==> src/rtl/status_cond_eval_if.sv <==
// Condition query / result handshake between the control unit (master)
// and the status condition evaluator (slave).
interface status_cond_eval_if;
  logic       cond_valid;
  logic [3:0] cond;
  logic       cond_ready;
  logic       res_valid;
  logic       res_taken;
  logic       res_ready;

  modport master (
    output cond_valid, cond, res_ready,
    input  cond_ready, res_valid, res_taken
  );

  modport slave (
    input  cond_valid, cond, res_ready,
    output cond_ready, res_valid, res_taken
  );
endinterface

==> src/rtl/status_cond_eval.sv <==
// status_cond_eval: registers ALU N/Z/C/V flags, answers condition-code
// queries with one-cycle latency through a valid/ready handshake, and keeps
// a sticky overflow bit plus a saturating overflow event counter.
module status_cond_eval #(
  parameter int CNT_W = 8
) (
  input  logic             clk,
  input  logic             rst,
  input  logic             Zero,
  input  logic             Negative,
  input  logic             Overflow,
  input  logic             Carry,
  input  logic             flags_we,
  input  logic             clr_sticky,
  status_cond_eval_if.slave q,
  output logic [3:0]       flags_q,
  output logic             sticky_v,
  output logic [CNT_W-1:0] ovf_count
);

  typedef enum logic {EMPTY, FULL} state_t;

  state_t     state_reg, state_next;
  logic       taken_reg, taken_next;
  logic       res_valid;
  logic       accept;
  logic [3:0] flags_in;
  logic [3:0] flags_eff;
  logic       n_eff, z_eff, c_eff, v_eff;
  logic [7:0] base_pred;
  logic [15:0] cond_vec;

  // Incoming flags in {N,Z,C,V} order; a same-cycle capture is forwarded
  // so a query never sees stale flags.
  assign flags_in  = {Negative, Zero, Carry, Overflow};
  assign flags_eff = flags_we ? flags_in : flags_q;
  assign {n_eff, z_eff, c_eff, v_eff} = flags_eff;

  // Condition codes come in complementary pairs: the even code is the base
  // predicate and the odd code its inverse (AL/NV included).
  assign base_pred = {1'b1,                          // AL / NV
                      !z_eff & (n_eff == v_eff),     // GT / LE
                      (n_eff == v_eff),              // GE / LT
                      c_eff & !z_eff,                // HI / LS
                      v_eff,                         // VS / VC
                      n_eff,                         // MI / PL
                      c_eff,                         // CS / CC
                      z_eff};                        // EQ / NE

  generate
    for (genvar gi = 0; gi < 8; gi++) begin : g_cond
      assign cond_vec[2*gi]   = base_pred[gi];
      assign cond_vec[2*gi+1] = !base_pred[gi];
    end
  endgenerate

  assign res_valid    = (state_reg == FULL);
  assign q.res_valid  = res_valid;
  assign q.res_taken  = taken_reg;
  assign q.cond_ready = !res_valid | q.res_ready;
  assign accept       = q.cond_valid & q.cond_ready;

  // Flag capture register.
  always_ff @(posedge clk or posedge rst) begin
    if (rst) begin
      flags_q <= 4'b0000;
    end else if (flags_we) begin
      flags_q <= flags_in;
    end
  end

  // Sticky overflow and saturating event counter; clear wins over a capture.
  always_ff @(posedge clk or posedge rst) begin
    if (rst) begin
      sticky_v  <= 1'b0;
      ovf_count <= '0;
    end else if (clr_sticky) begin
      sticky_v  <= 1'b0;
      ovf_count <= '0;
    end else if (flags_we && Overflow) begin
      sticky_v <= 1'b1;
      if (ovf_count != {CNT_W{1'b1}}) begin
        ovf_count <= ovf_count + CNT_W'(1);
      end
    end
  end

  // Result FSM state register; reset drops res_valid immediately.
  always_ff @(posedge clk or posedge rst) begin
    if (rst) begin
      state_reg <= EMPTY;
      taken_reg <= 1'b0;
    end else begin
      state_reg <= state_next;
      taken_reg <= taken_next;
    end
  end

  // Next-state: load on accept, drain to EMPTY when consumed without refill.
  always_comb begin
    state_next = state_reg;
    taken_next = taken_reg;
    case (state_reg)
      EMPTY: begin
        if (accept) begin
          state_next = FULL;
          taken_next = cond_vec[q.cond];
        end
      end
      FULL: begin
        if (accept) begin
          taken_next = cond_vec[q.cond];
        end else if (q.res_ready) begin
          state_next = EMPTY;
        end
      end
    endcase
  end

endmodule

==> src/flat_wrapper.sv <==
// flat-port wrapper written by rule: the top's interface ports become plain ports
module status_cond_eval_flat 
#(
  parameter int CNT_W = 8
)
  (clk, rst, Zero, Negative, Overflow, Carry, flags_we, clr_sticky, flags_q, sticky_v, ovf_count, q_cond_valid, q_cond, q_res_ready, q_cond_ready, q_res_valid, q_res_taken);
  status_cond_eval_if q_i ();
  input  logic clk;
  input  logic rst;
  input  logic Zero;
  input  logic Negative;
  input  logic Overflow;
  input  logic Carry;
  input  logic flags_we;
  input  logic clr_sticky;
  output logic [3:0] flags_q;
  output logic sticky_v;
  output logic [CNT_W-1:0] ovf_count;
  input wire logic [$bits(q_i.cond_valid)-1:0] q_cond_valid;
  input wire logic [$bits(q_i.cond)-1:0] q_cond;
  input wire logic [$bits(q_i.res_ready)-1:0] q_res_ready;
  output wire logic [$bits(q_i.cond_ready)-1:0] q_cond_ready;
  output wire logic [$bits(q_i.res_valid)-1:0] q_res_valid;
  output wire logic [$bits(q_i.res_taken)-1:0] q_res_taken;
  assign q_i.cond_valid = q_cond_valid;
  assign q_i.cond = q_cond;
  assign q_i.res_ready = q_res_ready;
  assign q_cond_ready = q_i.cond_ready;
  assign q_res_valid = q_i.res_valid;
  assign q_res_taken = q_i.res_taken;
  status_cond_eval #(.CNT_W(CNT_W)) u_core (.clk(clk), .rst(rst), .Zero(Zero), .Negative(Negative), .Overflow(Overflow), .Carry(Carry), .flags_we(flags_we), .clr_sticky(clr_sticky), .q(q_i), .flags_q(flags_q), .sticky_v(sticky_v), .ovf_count(ovf_count));
endmodule
==> config.mk <==
export PLATFORM = sky130hd
export DESIGN_NAME = status_cond_eval_flat
export DESIGN_NICKNAME = d
export VERILOG_FILES = /design/src/rtl/status_cond_eval_if.sv /design/src/rtl/status_cond_eval.sv /design/src/flat_wrapper.sv
export SDC_FILE = /design/constraint.sdc
export NUM_CORES = 1
export LEC_CHECK = 0
export CORE_MARGIN = 5
export CORE_UTILIZATION = 36
export DETAILED_ROUTE_END_ITERATION = 7
export GPL_TIMING_DRIVEN = 1
export PLACE_DENSITY = 0.67
export REMOVE_ABC_BUFFERS = 1
export SLEW_MARGIN = 10
export SYNTH_ARGS = -nofsm -noshare
export SYNTH_HDL_FRONTEND = slang
export SYNTH_SLANG_ARGS = --single-unit
export TNS_END_PERCENT = 1
==> constraint.sdc <==
create_clock -name clk -period 3.1 [get_ports clk]
set_clock_uncertainty 0.15 [all_clocks]
set_input_delay 0.62 -clock clk [delete_from_list [all_inputs] [get_ports clk]]
set_output_delay 0.62 -clock clk [all_outputs]
set_load 0.01 [all_outputs]
==> flow_summary.toml <==
[synth]
mappedNetlistArea_sq_um = 827
ys_top_cells_by_count = "16 x nor2_1, 15 x dfrtp_1, 6 x nand3_1"
yosysTopAreaCellShare_pct = 45.4
synth_ff_type = "dfrtp_1"
postSynthRegisterBits = 15
synthArstFlopShare_pct = 100
synthesis.yosys.warnings = 0
netlist-cell-type-count = 29
synth.most_common_cell = "nor2_1"
syn-mean-instance-area_sq_um = 9.96
synthCells = 83
number_of_flops_mapped_to_enable_cells_by_yosys = 0
synth_seq_area_share_pct = 45.4
post-synth-top-area-cell = "dfrtp_1"
netlist_top_cells_area = "dfrtp_1 45%, nor2_1 7.3%, xor2_1 4.2%"

[sta]
setup_repair_after_global_routing_missed_its_margin = "no"
post-route-period-util_pct = 83.8
number_of_failing_hold_endpoints_at_the_final_stage = 0
fin_tns_setup_ns = 0
setup_violations = 0
hold_slack_ns = 0.365
min_period_ns = 2.60
timing.slew.headroom_pct = 61.3
fmax_mhz = 385
tightestPinTransition_ns = 0.580
slew_viol_final = 0
pnr_worst_setup_slack_ns = 0.503

[cts]
tritoncts_num_sinks = 15
postCtsHoldBufs = 0
clk-insertion-delay-late_ns = 0.28
worst_setup_hold_path_clk_slew_ns = 0.09
cts_tree = "done"
post_cts.repair.setup_buffers = 0
cts_resized = 0
clockRootBuffer = "clkbuf_4"
h-tree-depth = 1
number_of_buffers_inserted_during_clock_tree_synthesis = 3
clock_path_buffers = 2

[place]
placement.setup.worst_slack_ns = 0.426
portBuffers = 29
detailedPlacementHpwl_microns = 1380
dp_cells = 138
placement.cell_area_sq_um = 1140
gpl.final_weighted_congestion = 0.752

[cells_and_area]
finalNetCount = 130
drive_above_1_share_pct = 7.89
diodes = 0
signed_area_change_from_the_synthesized_netlist_to_the_final_layout_pct = 40.7
count_of_fill_cells_added_during_filler_insertion = 213
final_cell_count_no_fill = 142
design_area_sq_um = 1160

[worst_setup_path]
timing.critical_path.max_delay_family = "buffers and inverters"
cp.arrival_ns = 1.83
critical_path_required_ns = 2.33
crit_path_end_kind = "primary output"
critical_path.startpoint_type = "primary input"
crit_path_cell_trace = "clkdlybuf4s50_1 -> or2b_2 -> clkdlybuf4s50_1"
cpMostUsedCell = "clkdlybuf4s50_1"
timing.critical_path.fanout_max = 4
crit_type = "in2out"
slowest_stage = "clkdlybuf4s50_1"
cp.buffers_inverters = 2
worst_path_largest_cell_delay_ns = 0.49

[floorplan]
initial_cell_density_of_the_core_pct = 37.4
core-area_sq_um = 2210
core.rowCount = 17
ioPinCount = 30
floorplan.die.height_microns = 57.9
floorplan.die_area_sq_um = 3360
die_x_microns = 57.9

[drt]
drtAntennaViolNets = 0
detail_route.iter0.violations = 14
drt-total-wl_microns = 1800
drcViolationCount = 0
via_per_inst = 5.13
dr_total_vias = 728
wl_per_cell_microns = 12.7
dr.pass1.iters = 4

[power]
power_leakage_nw = 0.483
worst_ir_drop_vdd_mv = 0.228
power.density_cell_area_nw_per_um2 = 365

[global_routing]
grt_pass1_wl_microns = 2930
grt_util_all_layers_pct = 11.1
grt_antenna_before_repair = 0
first_global_vias = 696
grt_overflow_total = 0
grt_start_max_net_pins = 16

[worst_hold_path]
hold_class = "reg2reg"

[status]
outcome = "completed"

[job]
cap_violations = 0
==> cell families (layout without fill, tap and decap cells) <==
family / Yosys count / after routing / synth area share, %
adder cells (fa/ha/maj): 1 / 1 / 1.51
AO/OA/AOI/OAI: 10 / 10 / 8.17
multiplexers: 7 / 7 / 12.4
flip-flops: 15 / 15 / 45.4
buffers and inverters: 7 / 38 / 4.08
AND/OR/NAND/NOR: 36 / 36 / 21.0
XOR/XNOR: 7 / 7 / 7.41
==> through the flow <==
step                utilization (%)  power, W
floorplan                         -  0.000262
global placement               51.4  0.000316
detailed placement             51.4  0.000317
CTS                            52.6  0.000430
global route                   52.6  0.000445
finish                         52.6  0.000425
==> sequential cells by signal, summed over array words and instances (netlist names) <==
name and count:
u_core.q.res_valid 1, u_core.sticky_v 1, u_core.ovf_count 8, u_core.flags_q 4, u_core.q.res_taken 1
==> area by class of cell <==
type | count | area, sq um | area share [%]
multi-input cells | 61 | 418 | 35.9
flip-flops and latches | 15 | 375 | 32.3
repair buffers | 29 | 290 | 24.9
well taps | 28 | 35.0 | 3.01
clock buffers | 4 | 26.3 | 2.26
inverters | 5 | 18.8 | 1.61
==> placed cells by master (no fill, tap or decap) <==
cell type / n
or2b_2: 1
nand2b_1: 2
clkbuf_1: 1
o41ai_1: 1
nand3b_1: 2
inv_1: 5
xnor2_1: 3
or3_1: 1
and3_1: 1
mux4_1: 1
a21oi_1: 1
mux2i_1: 2
nor2_1: 16
o21ai_0: 3
a31oi_1: 1
nand3_1: 6
a22oi_1: 1
nand4_1: 2
clkbuf_4: 3
xor2_1: 4
a21o_1: 1
ha_1: 1
dfrtp_1: 15
clkdlybuf4s50_1: 29
and2_2: 1
mux2_2: 3
a311o_1: 1
nand2_1: 4
o211ai_1: 1
mux4_2: 1
==> worst register-to-register path: cells and delay by family (launching register included) <==
| family | cells | cell delay [ns] |
|---|---|---|
| xor gates and xnor gates | 1 | 0.16 |
| adders and majority gates | 1 | 0.23 |
| AOI/OAI and AO/OA | 1 | 0.45 |
| DFF | 1 | 0.41 |
| and+or+nand+nor | 3 | 0.28 |
==> routing by layer <==
layer	global-route usage [%]	routed length, microns
met1	13.6	794
met3	3.79	197
met2	18.1	811
met5	0	0
met4	3.97	0
==> power by group <==
group / leakage, nW / total, W / internal (W) / switching, W
Combinational: 0.273 / 0.0000973 / 0.0000569 / 0.0000404
Clock: 0.0150 / 0.000113 / 0.0000499 / 0.0000634
Sequential: 0.194 / 0.000215 / 0.000207 / 0.00000802
Total: 0.483 / 0.000425 / 0.000313 / 0.000112
==> path summary, 6_finish.rpt <==
kind | start | cells after the start | slack (ns) | endpoint
max in group asynchronous | rst | 2 | 1.87 | u_core.ovf_count[4]
worst max register to register | u_core.ovf_count[0] | 6 | 1.29 | u_core.ovf_count[4]
min in group asynchronous | rst | 2 | 0.55 | u_core.q.res_taken
worst min-delay path | u_core.sticky_v | 2 | 0.36 | u_core.sticky_v
worst min register to register | u_core.sticky_v | 2 | 0.36 | u_core.sticky_v
worst max-delay path | q_res_ready | 3 | 0.50 | q_cond_ready
Note: power is estimated with default switching activity, not from simulation.
